`config.mk`:
```
export PLATFORM = sky130hd
export DESIGN_NAME = i2c_master_arbiter
export DESIGN_NICKNAME = d
export VERILOG_FILES = /design/src/rtl/i2c_master_arbiter.sv
export SDC_FILE = /design/constraint.sdc
export NUM_CORES = 1
export LEC_CHECK = 0
export ABC_AREA = 1
export CORE_UTILIZATION = 39
export DETAILED_ROUTE_END_ITERATION = 12
export PLACE_DENSITY = 0.75
export SLEW_MARGIN = 10
export SYNTH_ARGS = -nofsm -noshare
export SYNTH_HDL_FRONTEND = slang
export SYNTH_SLANG_ARGS = --single-unit
```
`constraint.sdc`:
```
create_clock -name clk -period 1.16 [get_ports clk]
set_input_delay 0.232 -clock clk [delete_from_list [all_inputs] [get_ports clk]]
set_output_delay 0.232 -clock clk [all_outputs]
set_load 0.01 [all_outputs]
```
`src/rtl/i2c_master_arbiter.sv`:
```
// Round-robin two-port arbiter for one byte-level I2C engine: grant one cycle after a request, command after BUS_FREE_CYC free-bus
// cycles, response one cycle after eng_done. Requesters hold req_valid until rsp_done. I2C_ARB_TIMEOUT_EN enables the engine watchdog.
module i2c_master_arbiter #(
  parameter int BUS_FREE_CYC = 250,
  parameter int TIMEOUT_CYC  = 2_500_000
) (
  input  logic        clk,
  input  logic        reset,
  input  logic [1:0]  req_valid,
  input  logic [1:0]  req_rw,
  input  logic [13:0] req_addr,
  input  logic [15:0] req_wdata,
  output logic [1:0]  gnt,
  output logic [1:0]  rsp_done,
  output logic        rsp_err,
  output logic [7:0]  rsp_rdata,
  input  logic        scl_in,
  input  logic        sda_in,
  output logic        eng_start,
  output logic        eng_rw,
  output logic [6:0]  eng_addr,
  output logic [7:0]  eng_wdata,
  input  logic        eng_done,
  input  logic        eng_ack_err,
  input  logic [7:0]  eng_rdata,
  output logic        eng_abort
);
  localparam int FW = $clog2(BUS_FREE_CYC + 1);
  localparam int TW = $clog2(TIMEOUT_CYC + 1);
`ifdef I2C_ARB_TIMEOUT_EN
  localparam bit WDOG_EN = 1'b1;
`else
  localparam bit WDOG_EN = 1'b0;
`endif

  typedef enum logic [2:0] {IDLE, BUS_WAIT, ISSUE, WAIT_DONE, RESPOND} state_t;

  state_t        state, state_nxt;
  logic [FW-1:0] free_cnt;
  logic [TW-1:0] wd_cnt;
  logic          owner, last_served, pick, bus_free, timeout, res_err;
  logic [1:0]    owner_oh;
  logic [7:0]    res_rdata;

  assign bus_free = scl_in & sda_in;
  // On a tie the port that was not served last wins.
  assign pick     = (req_valid == 2'b11) ? ~last_served : req_valid[1];
  assign owner_oh = {owner, ~owner};
  assign timeout  = WDOG_EN && (state == WAIT_DONE) && !eng_done &&
                    (wd_cnt == TW'(TIMEOUT_CYC - 1));

  always_comb begin
    state_nxt = state;
    gnt       = 2'b00;
    rsp_done  = 2'b00;
    rsp_err   = 1'b0;
    rsp_rdata = 8'h00;
    eng_start = 1'b0;
    eng_abort = 1'b0;
    case (state)
      IDLE: if (|req_valid) state_nxt = BUS_WAIT;
      BUS_WAIT: begin
        gnt = owner_oh;
        if (bus_free && free_cnt == FW'(BUS_FREE_CYC - 1)) state_nxt = ISSUE;
      end
      ISSUE: begin
        gnt       = owner_oh;
        eng_start = 1'b1;
        state_nxt = WAIT_DONE;
      end
      WAIT_DONE: begin
        gnt       = owner_oh;
        eng_abort = timeout;
        if (eng_done || timeout) state_nxt = RESPOND;
      end
      RESPOND: begin
        gnt       = owner_oh;
        rsp_done  = owner_oh;
        rsp_err   = res_err;
        rsp_rdata = res_rdata;
        state_nxt = IDLE;
      end
      default: state_nxt = IDLE;
    endcase
  end

  always_ff @(posedge clk) begin
    if (reset) begin
      state       <= IDLE;
      free_cnt    <= '0;
      owner       <= 1'b0;
      last_served <= 1'b1;
      eng_rw      <= 1'b0;
      eng_addr    <= 7'h00;
      eng_wdata   <= 8'h00;
      res_err     <= 1'b0;
      res_rdata   <= 8'h00;
    end else begin
      state <= state_nxt;
      case (state)
        IDLE: if (|req_valid) begin
          owner     <= pick;
          eng_rw    <= req_rw[pick];
          eng_addr  <= pick ? req_addr[13:7] : req_addr[6:0];
          eng_wdata <= pick ? req_wdata[15:8] : req_wdata[7:0];
          free_cnt  <= '0;
        end
        BUS_WAIT: begin
          if (!bus_free) free_cnt <= '0;
          else if (free_cnt != FW'(BUS_FREE_CYC)) free_cnt <= free_cnt + FW'(1);
        end
        WAIT_DONE: begin
          // A completion in the same cycle as the timeout takes priority.
          if (eng_done) begin
            res_err   <= eng_ack_err;
            res_rdata <= (eng_rw && !eng_ack_err) ? eng_rdata : 8'h00;
          end else if (timeout) begin
            res_err   <= 1'b1;
            res_rdata <= 8'h00;
          end
        end
        RESPOND: last_served <= owner;
        default: ;
      endcase
    end
  end

  always_ff @(posedge clk) begin
    if (reset || state != WAIT_DONE) wd_cnt <= '0;
    else if (WDOG_EN && wd_cnt != TW'(TIMEOUT_CYC)) wd_cnt <= wd_cnt + TW'(1);
  end
endmodule

```
======== Word-level counts from Yosys, hierarchy flattened ========
Cells that the tools add are included.
word-level totals
  register bits after elaboration ......... 38
  output and inout port bits .............. 31
  word-level logic and storage cells ...... 55
operators by class
  order comparisons ....................... 1
  equality and inequality tests ........... 11
  bitwise logic cells ..................... 3
  reductions and logical operators ........ 11
  multiplexer cells ....................... 19
  $add $sub $neg .......................... 1
operators with widths
  operator                                            count
  two-way mux 8 bit                                   6
  one-hot mux 8 bit (2 select lines)                  1
  one-hot mux 3 bit (4 select lines)                  1
  two-way mux 3 bit                                   3
  adder 8 x 1 -> 8 bit, second input constant         1
  == test 8 bit, second input constant                1
  inequality test 8 bit, second input constant        1
  two-way mux 7 bit                                   1
  == test 3 x 2 -> 1 bit, second input constant       2
  inequality test 2 bit, second input constant        3
  AND reduction 3 bit                                 2
  two-way mux 1 bit                                   5
  two-way mux 2 bit                                   2
  AND reduction 2 bit                                 2
  OR reduction 4 bit                                  1
  == test 3 x 1 -> 1 bit, second input constant       1
  == test 3 bit, second input constant                1
  logical NOT 3 bit                                   1
  inequality test 3 bit, second input constant        1
  == test 2 bit, second input constant                1
  logical AND 1 bit                                   2
  < comparator 1 x 2 -> 1 bit, second input constant  1
  inverter 1 bit                                      2
  nonzero test 2 bit                                  1
  3 further kinds                                     3

======== Depth between registers and ports, before layout ========
  depth after elaboration ................. 4
  gate-level depth with buffers ........... 9
  depth with buffers taken out ............ 9

======== Worst setup path after synthesis ========
No wires, ideal clock.
  path kind ............................... reg-to-reg
  from .................................... register free_cnt[1]
  to ...................................... register free_cnt[0]
  clock period less this slack ............ 1.280 ns
  slack ................................... -0.120 ns
  arrival ................................. 1.165 ns
  cell stages (with the launch flop) ...... 8
  setup time .............................. 0.115 ns
  path buffers ............................ 1
  cells stage by stage .................... dfxtp_1 ha_1 nand3_1 nor2_1 nand2_4 buf_6 a21oi_1 nor2_1
between the ends
  longest elaborated chain between the ends .. 3
ends and longest elaborated chain
  item                                    line  source
  start, declared                         39    logic [FW-1:0] free_cnt;
  start signal, assigned                  110   else if (free_cnt != FW'(BUS_FREE_CYC)) free_cnt <= free_cnt + FW'(1);
  inequality test 8 bit                   110
  inequality test 3 bit (no source line)  -
  AND reduction 3 bit (no source line)    -
No other way between the ends.
A chain may end at the register's enable or synchronous reset.

======== Worst setup path in the final report ========
  from .................................... register state[2]
  to ...................................... register free_cnt[7]
between the ends
  longest elaborated chain between the ends .. 3
ends and longest elaborated chain
  item                                                                  line  source
  start, declared                                                       38    state_t state, state_nxt;
  start signal, assigned                                                99    state <= state_nxt;
  == test 3 x 1 -> 1 bit or logical NOT 3 bit (tied branches)           100   case (state)
  inequality test 3 bit (no source line), or another cell as far along  -
  AND reduction 3 bit (no source line)                                  -
Several ways; a longest one is shown, not always the timed one.

==> metrics <==
DP Worst Slack -0.477 ns; H-tree Lvls 2; antenna viol nets, final 0; Post-Syn Area 2040 um^2; root buf cell clkbuf_8; IO Port Bufs 77; Mapped Nets around 340; CTS tree done; P&R area growth vs syn 72.2%; Min-Delay Path Class primary input to flip-flop; Wirelength per Cell 13.0 um; switch share 0.309; Internal approximately 0.0028 W; DRC Markers 0; Post-Synthesis Cells 293; Initial Util 0.419; Cell Pwr Density 1140 nW/um^2; NetSw 0.00124 W; worst hold slack 0.486 ns; vias per cell 4.93; CP endpoint free_cnt[7]; Avg Inst Size Synth 6.97 um^2; Leak Pwr 1.51 nW; Setup WS post-layout -0.428 ns; Max-slew headroom 0.636; n_diodes 0; CTS Hold Bufs 0; clock skew 0.00248 ns; failing checks negative setup slack; Syn. warnings 0; clock transition at the registers of the reported paths around 0.080 ns; DRT iter0 DRCs ~130; reg-to-reg endpoint free_cnt[7]; row count 25; first-pass GRT wire length 10,100 um; Congestion Overflow GR 0; WL final 6200 um; post-synth cell types 28; critical path launch point state[2]; clock sink count 38; max cap viols 0; combinational power share 0.348; CP startpoint kind flip-flop; clk_lat worst skew 0.29 ns; initial antenna violation count 0; worst r2r src state[2]; RSZ-0062 raised after global routing yes; nets@finish 461; most common cell after layout, fill and taps aside nand2_1; Power Total 0.00402 W; layout cells sized above 1 0.336; Final Hold Viols 0; total CTS buffers 5; Cell Chain, Critical Path buf_6 > nor2_4 > buf_4 > buf_6 > buf_6 > nand3_4 > buf_12 > nand2_8 > nand3_1 > nand2_1 > inv_1 > nor2_1; Placement Cell Area 3170 um^2; outcome complete, but fails checks; CP required between 1 and 1.5 ns; GRT Util Overall 0.240; Largest stage delay, worst path approximately 0.35 ns; Achievable Freq 630 MHz; dpl cells 461; sequential cell area fraction in the yosys report 0.372; Period minus WS final between 1.5 and 2 ns; R2R cell count 12; setup violators final 42; Worst Path Max Fanout 8; CP max-delay cell dfxtp_2; total vias in the final route 2,357; non-filler cells, final 478; RePlAce Congestion 0.822; Setup crit end kind flip-flop; Yosys reg bits 38; Clock Power Share 0.277; number of global-route vias before repair between 2,000 and 2,500; Slew Viols, Final 0; Worst EP arrival 1.82 ns; most frequent cells in the layout nand2_1 (51), clkdlybuf4s50_1 (47), inv_1 (38), a21oi_1 (34), dfxtp_1 (33); Tightest Pin Transition about 0.54 ns; die area 5530 um^2; Ports 79; Max VDD drop approximately 0.82 mV; post-route cell area 3520 um^2; Critical Path Most Common Cell buf_6; Max clock buf depth 2; die height 74.4 um; crit path kind flip-flop to flip-flop; TritonRoute pass-1 iters 4; largest net degree at the start of global routing 20; Die Span X 74.4 um; period utilization 1.37; hpwl dp 4180 um; FF-to-FF setup slack -0.43 ns; core area 4880 um^2; sequential share of power 0.375
[sequential cells by signal, indices dropped and copies added, names as in the netlist]
signal / flops
owner: 1
free_cnt: 8
res_rdata: 8
eng_addr: 7
state: 3
res_err: 1
eng_rw: 1
eng_wdata: 8
last_served: 1
[critical path: cells and delay by family, from the launching register on]
kind | cells | cell delay, ns
DFF | 1 | 0.35
and+or+nand+nor | 6 | 0.55
buffers and inverters | 6 | 0.63
[kinds of logic (layout without fill, tap and decap cells)]
logic type | Yosys count | after routing | synth area share
compound gates | 76 | 76 | 0.203
simple gates | 119 | 121 | 0.289
flops | 38 | 38 | 0.372
other cells | 1 | 1 | 0.00184
fa+ha+maj | 3 | 3 | 0.0184
buf+inv | 56 | 172 | 0.116
[metal layers]
metal,part of all wire,GRT usage,up-vias
met5,0,0,-
met2,0.51,0.420,73
met1,0.40,0.264,1096
met3,0.077,0.0813,5
li1,-,-,1183
met4,0.013,0.101,0
[synthesized netlist by cell type]
cell / number / area share
nand4_1: 2 / 0.0061
inv_1: 42 / 0.077
o21ai_1: 9 / 0.022
conb_1: 1 / 0.0018
nand2_2: 2 / 0.0061
clkbuf_1: 5 / 0.0092
nand3b_1: 1 / 0.0037
buf_6: 2 / 0.011
a21oi_1: 44 / 0.11
nand3_4: 2 / 0.017
nand4_2: 1 / 0.0061
buf_2: 3 / 0.0073
ha_1: 3 / 0.018
nor2_8: 1 / 0.0098
o21ai_0: 11 / 0.027
buf_4: 2 / 0.0073
a211oi_1: 8 / 0.029
dfxtp_1: 38 / 0.37
o21bai_1: 1 / 0.0037
nor3_1: 3 / 0.0073
nand2_4: 3 / 0.017
nor2_2: 1 / 0.0031
nand3_1: 14 / 0.034
nand3_2: 5 / 0.024
a21oi_2: 3 / 0.013
nand2_1: 52 / 0.096
inv_2: 2 / 0.0037
nor2_1: 32 / 0.059
[power by group through the flow]
| stage | Combinational [W] | Clock, W | Sequential, W |
|---|---|---|---|
| 3_5_place_dp | 0.00121 | 0 | 0.00152 |
| 5_1_grt | 0.00151 | 0.00120 | 0.00152 |
| 6_report | 0.00140 | 0.00111 | 0.00151 |
| 3_3_place_gp | 0.00119 | 0 | 0.00152 |
| 4_1_cts | 0.00135 | 0.00114 | 0.00150 |
| 2_1_floorplan | 0.000552 | 0 | 0.00158 |
[final cells by class]
type | count | area [um^2]
Inverter | 44 | 173
Clock buffer | 7 | 76.3
Multi-Input combinational cell | 201 | 1280
Timing Repair Buffer | 120 | 1110
Clock inverter | 1 | 30.0
Sequential cell | 38 | 769
Fill cell | 408 | 1360
Tap cell | 67 | 83.8
[repair_timing]
item,CTS,global route
setup endpoints to repair,57,59
pin swaps,6,2
gates cloned,3,0
resized for setup,112,44
buffers inserted,7,0
[worst min path at each step]
stage,from,end,slack (ns),cells past startpoint
detailed placement,res_rdata[0],res_rdata[0],0.48,2
floorplan,reset,res_rdata[0],0.31,1
global route,req_wdata[12],eng_wdata[4],0.49,3
global placement,res_rdata[3],res_rdata[3],0.48,2
CTS,req_addr[7],eng_addr[0],0.48,3
finish,req_addr[7],eng_addr[0],0.49,3
[through the flow]
stage / TNS, ns / utilization
global placement: -19.29 / 0.650
finish: -13.87 / 0.721
floorplan: -0.216 / -
CTS: -12.69 / 0.697
global route: -16.84 / 0.721
detailed placement: -20.01 / 0.650
No activity file was read; power rests on OpenSTA's default activity.
